### config.mk
export PLATFORM = sky130hd
export DESIGN_NAME = audio_mix_scheduler
export DESIGN_NICKNAME = d
export VERILOG_FILES = /design/src/rtl/audio_mix_scheduler.sv
export SDC_FILE = /design/constraint.sdc
export NUM_CORES = 1
export LEC_CHECK = 0
export CORE_MARGIN = 5
export CORE_UTILIZATION = 25
export DETAILED_ROUTE_END_ITERATION = 12
export PLACE_DENSITY = 0.5
export RECOVER_POWER = 25
export SLEW_MARGIN = 20
export SYNTH_ARGS = -nofsm -noshare
export SYNTH_HDL_FRONTEND = slang
export SYNTH_SLANG_ARGS = --single-unit
### constraint.sdc
create_clock -name clk -period 8.2 [get_ports clk]
set_input_delay 1.23 -clock clk [delete_from_list [all_inputs] [get_ports clk]]
set_output_delay 1.23 -clock clk [all_outputs]
set_load 0.02 [all_outputs]
### src/rtl/audio_mix_scheduler.sv
// audio_mix_scheduler
//   Mixes NUM_SRC signed audio sources into one master ring-buffer sample on every
//   advance of the player's sample_index. Each source is scaled by its volume, the
//   scaled terms are summed, and the sum is written LAG slots behind the play pointer.
//   Optional feature macro: MIX_SATURATE_EN (clip to the sample range instead of wrapping).
//
//   Source handshake: during the ACCUM cycle that visits source i, src_ack[i] is high
//   in that same cycle exactly when src_valid[i] is high; the sample and volume are
//   consumed on that clock edge. A visited source with src_valid low is skipped
//   (contributes 0, no ack) and raises the sticky underrun flag.
module audio_mix_scheduler #(
    parameter int NUM_SRC     = 2,
    parameter int SAMPLE_BITS = 16,
    parameter int VOLUME_BITS = 8,
    parameter int BUF_LEN     = 32,
    parameter int IDX_BITS    = 8,
    parameter int LAG         = 10
) (
    input  logic                           clk,
    input  logic                           rstn,
    input  logic [IDX_BITS-1:0]            sample_index,
    input  logic [NUM_SRC*SAMPLE_BITS-1:0] src_sample,
    input  logic [NUM_SRC-1:0]             src_valid,
    input  logic [NUM_SRC*VOLUME_BITS-1:0] src_vol,
    output logic [NUM_SRC-1:0]             src_ack,
    output logic                           wr_en,
    output logic [$clog2(BUF_LEN)-1:0]     wr_addr,
    output logic [SAMPLE_BITS-1:0]         wr_data,
    output logic                           busy,
    output logic                           underrun,
    output logic                           overrun,
    output logic [1:0]                     state_dbg
);

    localparam int AW    = $clog2(BUF_LEN);
    localparam int PTR_W = (NUM_SRC > 1) ? $clog2(NUM_SRC) : 1;
    localparam int ACC_W = SAMPLE_BITS + $clog2(NUM_SRC) + 1;

    localparam logic [PTR_W-1:0] LAST_PTR = PTR_W'(NUM_SRC - 1);
    // Adding BUF_LEN-LAG modulo BUF_LEN is the same as subtracting LAG with wrap.
    localparam logic [AW-1:0]    ADDR_OFF = AW'(BUF_LEN - LAG);

    typedef enum logic [1:0] {
        IDLE  = 2'd0,
        ACCUM = 2'd1,
        WRITE = 2'd2
    } state_t;

    state_t                    state;
    logic [IDX_BITS-1:0]       idx_q;
    logic                      armed;
    logic [AW-1:0]             idx_t;
    logic [AW-1:0]             idx_pend;
    logic                      pending;
    logic [PTR_W-1:0]          src_ptr;
    logic signed [ACC_W-1:0]   acc;

    logic                      trigger;
    logic [SAMPLE_BITS-1:0]    sel_sample;
    logic [VOLUME_BITS-1:0]    sel_vol;
    logic                      sel_valid;
    logic signed [SAMPLE_BITS+VOLUME_BITS:0] prod;
    logic signed [ACC_W-1:0]   term;
    logic signed [ACC_W-1:0]   acc_next;
    logic [SAMPLE_BITS-1:0]    clip_data;
    logic [AW-1:0]             addr_calc;

    // The first clock after reset only captures the index, so release never triggers.
    assign trigger   = armed && (sample_index != idx_q);
    assign busy      = (state != IDLE);
    assign state_dbg = state;
    assign addr_calc = idx_t + ADDR_OFF;

    // Select the source currently being visited.
    always_comb begin
        sel_sample = '0;
        sel_vol    = '0;
        sel_valid  = 1'b0;
        for (int i = 0; i < NUM_SRC; i++) begin
            if (src_ptr == PTR_W'(i)) begin
                sel_sample = src_sample[i*SAMPLE_BITS +: SAMPLE_BITS];
                sel_vol    = src_vol[i*VOLUME_BITS +: VOLUME_BITS];
                sel_valid  = src_valid[i];
            end
        end
    end

    // Ack the visited source in the same cycle it is consumed.
    always_comb begin
        src_ack = '0;
        if (state == ACCUM) begin
            for (int i = 0; i < NUM_SRC; i++) begin
                if (src_ptr == PTR_W'(i)) src_ack[i] = src_valid[i];
            end
        end
    end

    // Signed sample times unsigned volume; the arithmetic shift floors toward -inf.
    assign prod     = $signed(sel_sample) * $signed({1'b0, sel_vol});
    assign term     = sel_valid ? ACC_W'(prod >>> VOLUME_BITS) : '0;
    assign acc_next = acc + term;

`ifdef MIX_SATURATE_EN
    localparam logic signed [ACC_W-1:0] SAT_MAX = ACC_W'(2**(SAMPLE_BITS-1) - 1);
    localparam logic signed [ACC_W-1:0] SAT_MIN = ~SAT_MAX;

    // Clamp the final sum into the representable sample range.
    always_comb begin
        if (acc_next > SAT_MAX)      clip_data = SAT_MAX[SAMPLE_BITS-1:0];
        else if (acc_next < SAT_MIN) clip_data = SAT_MIN[SAMPLE_BITS-1:0];
        else                         clip_data = acc_next[SAMPLE_BITS-1:0];
    end
`else
    // Two's-complement wrap: just keep the low sample bits.
    assign clip_data = acc_next[SAMPLE_BITS-1:0];
`endif

    // Scheduler FSM: trigger detection, accumulation, write strobe, pending/overrun tracking.
    always_ff @(posedge clk or negedge rstn) begin
        if (!rstn) begin
            state    <= IDLE;
            idx_q    <= '0;
            armed    <= 1'b0;
            idx_t    <= '0;
            idx_pend <= '0;
            pending  <= 1'b0;
            src_ptr  <= '0;
            acc      <= '0;
            wr_en    <= 1'b0;
            wr_addr  <= '0;
            wr_data  <= '0;
            underrun <= 1'b0;
            overrun  <= 1'b0;
        end else begin
            idx_q <= sample_index;
            armed <= 1'b1;
            case (state)
                IDLE: begin
                    if (trigger) begin
                        state   <= ACCUM;
                        acc     <= '0;
                        src_ptr <= '0;
                        idx_t   <= sample_index[AW-1:0];
                    end
                end
                ACCUM: begin
                    if (trigger) begin
                        pending  <= 1'b1;
                        idx_pend <= sample_index[AW-1:0];
                        if (pending) overrun <= 1'b1;
                    end
                    if (!sel_valid) underrun <= 1'b1;
                    acc <= acc_next;
                    if (src_ptr == LAST_PTR) begin
                        state   <= WRITE;
                        wr_en   <= 1'b1;
                        wr_addr <= addr_calc;
                        wr_data <= clip_data;
                    end else begin
                        src_ptr <= src_ptr + 1'b1;
                    end
                end
                WRITE: begin
                    wr_en <= 1'b0;
                    if (pending || trigger) begin
                        // Queued (or just-arrived) index starts straight into ACCUM.
                        state   <= ACCUM;
                        acc     <= '0;
                        src_ptr <= '0;
                        pending <= 1'b0;
                        idx_t   <= trigger ? sample_index[AW-1:0] : idx_pend;
                        if (trigger && pending) overrun <= 1'b1;
                    end else begin
                        state <= IDLE;
                    end
                end
                default: state <= IDLE;
            endcase
        end
    end

endmodule
## Yosys cells after proc, flatten, opt, wreduce, memory -nomap -nowiden

Index checks and enable logic that the tools add are counted.
Widths: inputs -> output; s select.

| storage, ports and cells | value |
|---|---|
| input port bits | 60 |
| output and inout port bits | 29 |
| bits in latches | 0 |
| ROM bits | 0 |
| bits in writable memories | 0 |
| bits in registers | 65 |
| memories kept | 0 |

| operators by class | value |
|---|---|
| magnitude comparators | 0 |
| div/mod/pow operators | 0 |
| bitwise logic cells | 1 |
| eq/ne operators | 9 |
| shift-type cells | 0 |
| $mul | 1 |
| mux-type cells | 31 |
| reductions and logical operators | 16 |
| $add $sub $neg | 3 |

Operator list:

| operator | count |
|---|---|
| $mux 18 | 3 |
| $pmux 18 s3 | 1 |
| $mul 16x9->25 | 1 |
| $add 18x18->18 | 1 |
| $mux 16 | 1 |
| $mux 5 | 3 |
| $mux 1 | 13 |
| $ne 2x2->1 const B | 6 |
| $pmux 5 s2 | 1 |
| $reduce_and 3->1 | 3 |
| $mux 8 | 1 |
| $ne 8x8->1 | 1 |
| $reduce_and 2->1 | 4 |
| $mux 2 | 3 |
| $pmux 1 s2 | 3 |
| $pmux 2 s3 | 1 |
| $reduce_bool 2->1 | 3 |
| $add 5x5->5 const B | 1 |
| $reduce_and 5->1 | 1 |
| $pmux 1 s3 | 1 |
| $reduce_bool 3->1 | 1 |
| $eq 2x1->1 const B | 1 |
| $eq 2x2->1 const B | 1 |
| $logic_and 1x1->1 | 2 |
| other kinds (4) | 4 |

## Depth between registers and ports, before layout

| depth | value |
|---|---|
| depth in word-level cells | 6 |
| depth in mapped cells | 33 |
| depth with buffers taken out | 30 |

## Worst setup path after synthesis

Ideal clock, no wire load.

| path | value |
|---|---|
| kind | input to register |
| start point | in src_vol[0] |
| end point | reg wr_data[12] |
| stages | 29 |
| setup time | 125 ps |
| setup slack | 545 ps |
| data required time | 8075 ps |
| data arrival time | 7530 ps |
| path through | nor2b_1 a21o_1 clkbuf_1 nand2_1 fa_1 inv_1 fa_1 inv_1 fa_1 inv_1 fa_1 ha_1 nand4_1 or3_1 o31a_1 and2b_1 nor2_1 xor2_1 nor2_1 fa_1 a21o_1 a21oi_1 o21bai_1 a21o_1 a21oi_1 o21ai_0 o41ai_1 xnor2_1 mux2_2 |

| between the ends | value |
|---|---|
| cells in the longest elaborated chain, start to end | 4 |

RTL lines:

| what | RTL line | source |
|---|---|---|
| start, declared | 24 | `input logic [NUM_SRC*VOLUME_BITS-1:0] src_vol,` |
| $mux 8 | 80 | `if (src_ptr == PTR_W'(i)) begin` |
| $mul 16x9->25 | 99 | `assign prod = $signed(sel_sample) * $signed({1'b0, sel_vol});` |
| $mux 18 | 100 | `assign term = sel_valid ? ACC_W'(prod >>> VOLUME_BITS) : '0;` |
| $add 18x18->18 | 101 | `assign acc_next = acc + term;` |
| end signal, assigned | 158 | `wr_data <= clip_data;` |
| end, declared | 28 | `output logic [SAMPLE_BITS-1:0] wr_data,` |

No other way between the ends.
A chain may end at the register's enable or synchronous reset.

## Worst setup path in the final report

| path | value |
|---|---|
| start point | in src_vol[0] |
| end point | reg wr_data[15] |

Same word-level chain as after synthesis.

==> impl_results.rst <==
.. list-table::
   :header-rows: 1

   * - Metric
     - Value
   * - Status
     - finished with violations
   * - Failing checks
     - max-capacitance violations, max-slew violations
   * - Final hold violation count
     - 0
   * - Routing usage on met3
     - 0.0310
   * - Worst Skew
     - 0.00508 ns
   * - Average wire length per cell after detail routing
     - 13.9 µm
   * - Clock-pin slew reported for the worst setup and hold paths after clock tree synthesis
     - 0.05 ns
   * - Worst slack on hold paths
     - 0.455 ns
   * - Remaining global-route overflow
     - 0
   * - Beginning of the critical path
     - src_vol[0]
   * - Crit path arrival time
     - 8.03 ns
   * - Max stage delay on crit path
     - 0.55 ns
   * - GR Layer Usage met2
     - 0.157
   * - DRT Pass-1 Iters
     - 4
   * - Vias per Instance
     - 4.25
   * - Period utilization
     - 0.954
   * - Antenna violations before repair
     - 0
   * - Maximum number of pins on one net before global-route repair
     - 64
   * - YS warnings
     - 0
   * - Min-Delay Path Class
     - register to register
   * - Placer's final routability congestion estimate
     - 0.831
   * - Synthesized area per cell
     - 9.14 µm²
   * - Total count of max-transition violations in the final report
     - 64
   * - Number of max-capacitance violations reported
     - 1
   * - Cell at the slowest stage of the critical path
     - sky130_fd_sc_hd__fa_1
   * - Crit path setup slack, layout
     - 0.379 ns
   * - Transition time of the tightest slew-check pin
     - about 3.4 ns
   * - Flop and latch count out of synthesis
     - 63
   * - I/O pin cnt
     - 89
   * - Number of antenna cells inserted
     - 0
   * - Final WL
     - ~19 mm
   * - Hold buffers post-CTS
     - 0
   * - Layout overhead on the synthesized area
     - 24.5%
   * - Total via count after detailed routing
     - 5,800
   * - CTS buffer count
     - 9
   * - # rows
     - 64
   * - Primary flip-flop cell chosen by synthesis mapping
     - sky130_fd_sc_hd__dfrtp_1
   * - Worst Reg2Reg Path Length in Cells
     - 29
   * - Worst slack after detailed placement
     - 0.0575 ns
   * - Register cell area after layout
     - 0.00158 mm²
   * - Initial core utilization
     - 0.254
   * - Die ar.
     - 0.0348 mm²
   * - Number of enable-type register cells in the synthesized netlist
     - 0
   * - Async set or reset register ratio after synthesis
     - 1.00
   * - DRC Markers
     - 0
   * - GR Layer Usage met1
     - 0.173
   * - Clock tree sinks
     - 63
   * - Die Ht
     - roughly 190 µm
   * - Setup-failing EPs final
     - 0
   * - Reg-to-Reg End
     - wr_data[15]
   * - Netlist cell types
     - between 50 and 60
   * - Fill cell total of the finished layout
     - roughly 3.2k
   * - Setup TNS after final layout
     - 0 ns
   * - Shortest period the worst path allows
     - 7.82 ns
   * - Count of antenna-violating nets left after detailed routing
     - 0
   * - Initial DRC Count
     - 252
   * - CTS tree
     - built
   * - First-pass GRT wire length
     - 32.6 mm
   * - H-Tree Level Count
     - 3
   * - Clk Latency, worst-skew pair
     - 0.32 ns
   * - Worst-case headroom to the max-slew limit
     - -1.30
   * - Core outline area
     - about 0.031 mm²
   * - Worst Path Max Fanout
     - 4
   * - Hold worst-path end
     - underrun
   * - Area taken by multi-input logic gates
     - about 0.0056 mm²
   * - Via count of the first global-routing pass
     - 6,283
   * - Number of nets in the layout
     - approximately 1.2k
   * - Total Routing Usage GR
     - 0.112
   * - Reg2reg start
     - src_ptr
   * - GRT Max-Usage Layer
     - met1
   * - Peak Freq
     - 128 MHz
   * - Required time of the critical path
     - 8.41 ns
   * - Sequential-to-total area share from yosys stat
     - 0.202
   * - Hpwl dp
     - 15.7 mm
   * - Synth Instances
     - 852
   * - Width of the die
     - approximately 190 µm
   * - Clock tree root driver cell
     - sky130_fd_sc_hd__clkbuf_16
   * - Buffers added on ports
     - 88
   * - Post-synthesis net count
     - 1,075
   * - Fraction of layout instances using a drive strength above 1
     - 0.111
   * - Startpoint type of the worst setup path
     - input port
   * - Reg-to-reg slack, setup
     - ~0.8 ns
   * - Post-synthesis instance area
     - 0.00779 mm²
   * - Category of the most critical setup path
     - input port to register
   * - Launch point of the worst hold path
     - underrun
   * - Worst Hold Depth
     - 1
   * - Critical path capture point type
     - register
   * - Worst-case clock buffer depth
     - 2
   * - Library cell appearing most often on the critical path
     - sky130_fd_sc_hd__fa_1
   * - Final core utilization
     - 0.316
-- timing repair --
item,in CTS,in global routing
endpoints found under the setup margin,0,4
gates resized for setup,0,8
setup buffers,0,1
-- layer usage --
metal	wire length, µm	vias to the layer above
met5	0	-
met4	165	0
met3	1150	14
met2	7600	131
met1	9980	2729
li1	-	2926
-- final cells by class --
cell class / instances / area share
Tap cell: 396 / 0.0511
Inverter: 146 / 0.0566
Multi-Input combinational cell: 619 / 0.578
Sequential cell: 63 / 0.163
Timing Repair Buffer: 124 / 0.118
Clock inverter: 2 / 0.00362
Clock buffer: 14 / 0.0303
-- worst max path at each step --
stage | to | slack (ns) | depth (start not counted)
4_1_cts | wr_data[12] | 0.35 | 31
3_5_place_dp | wr_data[12] | 0.06 | 29
3_3_place_gp | wr_data[12] | 0.09 | 31
5_1_grt | wr_data[15] | -0.03 | 31
2_1_floorplan | wr_data[12] | 0.55 | 29
6_report | wr_data[15] | 0.38 | 30
-- sequential cells by signal (all words and copies together), names as in the netlist, 2 cells and up --
register   count
acc           16
wr_data       16
idx_q          8
idx_pend       5
idx_t          5
wr_addr        5
state_dbg      2
-- metrics by stage --
step                instance area (µm²)  instances
finish                             9690       1364
global route                       9690       1364
CTS                                9660       1363
detailed placement                 9330       1347
global placement                   9330       1347
floorplan                          7790        852
-- cell usage in the layout (no fill, tap or decap), types with 3 or more instances in the layout --
| cell | count |
|---|---|
| sky130_fd_sc_hd__ha_1 | 63 |
| sky130_fd_sc_hd__nor2b_1 | 7 |
| sky130_fd_sc_hd__buf_4 | 35 |
| sky130_fd_sc_hd__or2_2 | 6 |
| sky130_fd_sc_hd__a21oi_2 | 3 |
| sky130_fd_sc_hd__nand4_1 | 4 |
| sky130_fd_sc_hd__a21o_1 | 16 |
| sky130_fd_sc_hd__nand2b_1 | 3 |
| sky130_fd_sc_hd__a21oi_1 | 22 |
| sky130_fd_sc_hd__xnor2_1 | 24 |
| sky130_fd_sc_hd__mux2i_1 | 26 |
| sky130_fd_sc_hd__o211ai_1 | 3 |
| sky130_fd_sc_hd__o21ai_0 | 32 |
| sky130_fd_sc_hd__and2_1 | 8 |
| sky130_fd_sc_hd__nor2_1 | 97 |
| sky130_fd_sc_hd__nand3b_1 | 3 |
| sky130_fd_sc_hd__dfrtp_1 | 62 |
| sky130_fd_sc_hd__a31oi_1 | 3 |
| sky130_fd_sc_hd__o21ai_1 | 3 |
| sky130_fd_sc_hd__nand3_1 | 5 |
| sky130_fd_sc_hd__o21bai_1 | 3 |
| sky130_fd_sc_hd__clkbuf_8 | 5 |
| sky130_fd_sc_hd__dlygate4sd3_1 | 8 |
| sky130_fd_sc_hd__inv_1 | 146 |
| sky130_fd_sc_hd__o21a_1 | 3 |
| sky130_fd_sc_hd__mux2_2 | 35 |
| sky130_fd_sc_hd__xor2_1 | 17 |
| sky130_fd_sc_hd__nand2_1 | 94 |
| sky130_fd_sc_hd__clkdlybuf4s50_1 | 79 |
| sky130_fd_sc_hd__clkbuf_16 | 9 |
| sky130_fd_sc_hd__a22o_1 | 5 |
| sky130_fd_sc_hd__fa_1 | 100 |
-- cell usage after synthesis, types with 6 or more instances --
| master | count | share of area |
|---|---|---|
| sky130_fd_sc_hd__inv_1 | 146 | 0.070 |
| sky130_fd_sc_hd__fa_1 | 100 | 0.26 |
| sky130_fd_sc_hd__nor2_1 | 97 | 0.047 |
| sky130_fd_sc_hd__nand2_1 | 94 | 0.045 |
| sky130_fd_sc_hd__dfrtp_1 | 63 | 0.20 |
| sky130_fd_sc_hd__ha_1 | 63 | 0.10 |
| sky130_fd_sc_hd__mux2_2 | 35 | 0.051 |
| sky130_fd_sc_hd__o21ai_0 | 34 | 0.022 |
| sky130_fd_sc_hd__mux2i_1 | 27 | 0.035 |
| sky130_fd_sc_hd__a21oi_1 | 25 | 0.016 |
| sky130_fd_sc_hd__xnor2_1 | 24 | 0.027 |
| sky130_fd_sc_hd__clkbuf_1 | 18 | 0.0087 |
| sky130_fd_sc_hd__xor2_1 | 17 | 0.019 |
| sky130_fd_sc_hd__a21o_1 | 16 | 0.015 |
| sky130_fd_sc_hd__and2_1 | 8 | 0.0064 |
| sky130_fd_sc_hd__nor2b_1 | 7 | 0.0056 |
| sky130_fd_sc_hd__or2_2 | 6 | 0.0048 |
-- critical path: cells and delay by family --
family	cells	cell delay (ns)
buf+inv	6	0.95
simple gates	8	1.30
fa+ha+maj	6	2.66
compound gates	9	1.75
xor+xnor	1	0.15
-- kinds of logic after synthesis --
group | share of synthesized area
other cells | 0.000482
xor+xnor | 0.0461
simple gates | 0.136
compound gates | 0.0895
flops | 0.202
buf+inv | 0.0821
fa+ha+maj | 0.358
mux | 0.0853
Power is left out: the tool's default activity adds up to more than one toggle a clock period on the data nets, which glitch-free logic cannot reach.
==> patch: new RTL, same settings <==
Add a define of `MIX_SATURATE_EN`.
--- a/src/rtl/audio_mix_scheduler.sv
+++ b/src/rtl/audio_mix_scheduler.sv
@@ -8,6 +8,8 @@
 //   in that same cycle exactly when src_valid[i] is high; the sample and volume are
 //   consumed on that clock edge. A visited source with src_valid low is skipped
 //   (contributes 0, no ack) and raises the sticky underrun flag.
+`define MIX_SATURATE_EN
+
 module audio_mix_scheduler #(
     parameter int NUM_SRC     = 2,
     parameter int SAMPLE_BITS = 16,
Function: changed (Yosys sat finds a counterexample within 10 cycles, from zero or initial values and one cycle with rstn low).
==> patch against the unedited design <==
  * Non-clock buffer count is 119 higher
  * Worst setup slack lost 0.17 ns
  * Area after synthesis up 5.9%
  * The run still ends with max-capacitance violations, max-slew violations left
  * Wire length rose by 15%
  * Die area rose by 5.6%
  * Largest cell class unchanged
  * Synthesized cell count grew 9.4%
  * Sequential cell count increased by 2
  * Critical path type unchanged
  * Final area grew 20%
  * Critical endpoint is now wr_data[2]
Power is not shown: default switching activity piles up to over one toggle a cycle in this logic, so the estimate is an artifact.
==> patch: results (changes against the unedited design) <==
Timing
  – Pins Over Slew Limit: 66 (+3.1%)

Global routing
  – Met1 Usage GRT: 0.1657 (-0.007793)
  – Vias in the first global route: 6981 (+11%)

Drt
  – Routed len/inst: 13.42 um (-3.1%)
  – Metal-1 WL: 10160 um (+1.8%)
  – Met2 routed WL: 10790 um (+42%)
  – Via count: 6931 (+20%)
  – Mean number of vias per cell: 4.294 (+0.99%)
  – Met3 Routed Length: 448 um (-61%)
  – DRT Pass-1 Iters: 5 (+1)

Synthesis
  – Cells after Synth: 932 (+9.4%)
  – Post-synth top cells: inv_1 (157), nand2_1 (118), nor2_1 (117), fa_1 (102), ha_1 (68)
  – Post-synthesis sequential area ratio: 0.1972 (-0.005236)
  – Syn_nets: 1162 (+8.1%)

Layout
  – Share of layout cells above drive strength 1: 0.2312 (+0.1207)
  – Nets@finish: 1397 (+18%)

Job
  – Max-cap viol count: 1 (unchanged)

Critical path
  – Critical Path AT: 8.25 ns (+0.22 ns)
  – Critical-path top delay cell: or4b_4
  – Crit path max fanout: 6 (+2)
  – CP peak stage delay: 0.57 ns (+0.02 ns)

Place
  – Placer Congestion: 0.8203 (-1.3%)
  – DP HPWL: 17900 um (+14%)

Outcome
  – Status: finished with violations
  – Failing checks: max-capacitance violations, max-slew violations
==> patch: cell count changes after synthesis, sizes merged, moves of 7 or more <==
cell,before,now
a21oi,25,38
mux2,35,23
xnor2,24,33
o22a,0,9
xor2,17,9
nand2,94,119
o21ai,35,42
nor2,97,117
inv,146,157
==> patch: path summary, 6_finish.rpt <==
| path | from | to | slack (ns) | depth (start not counted) |
|---|---|---|---|---|
| max | src_sample[2] | wr_data[2] | 0.21 | 31 |
| min | underrun | underrun | 0.47 | 1 |
| max reg2reg | src_ptr | wr_data[2] | 0.55 | 30 |
| min reg2reg | underrun | underrun | 0.47 | 1 |
| max in group asynchronous | rstn | src_ptr | 3.64 | 2 |
| min in group asynchronous | rstn | wr_data[12] | 2.25 | 2 |
==> patch: metrics by stage <==
stage               instance area (um^2)  setup WS (ns)  hold slack [ns]
finish                             11660         0.2052           0.4676
global route                       11660        -0.1027           0.4831
CTS                                11110      0.0006324           0.4641
detailed placement                 10700        -0.6152           0.4454
global placement                   10700        -0.4803           0.4436
floorplan                           8249        0.03635           0.4394
==> patch: kinds of logic after synthesis <==
family          share of synthesized area
mux                               0.06418
xor+xnor                          0.04461
buf+inv                           0.08102
other cells                     0.0004547
compound gates                     0.1136
flops                              0.1972
fa+ha+maj                          0.3508
simple gates                       0.1481
==> patch: timing repair <==
item                       4_1_cts  5_1_grt
hold buffers                     0        0
setup endpoints to repair       16       16
gates cloned                     1        0
resized for setup               15      111
setup buffers                    4        9
pin swaps                       13       61
==> patch: cell type report <==
cell class	instances	area (um^2)	share of cell area
timing repair buffer	243	2165	0.1856
tap	442	553.0	0.04742
multi-input combinational	691	6419	0.5504
inverter	157	589.3	0.05053
sequential	65	1628	0.1396
clock buffer	9	225.2	0.01931
clock inverter	7	83.83	0.007188
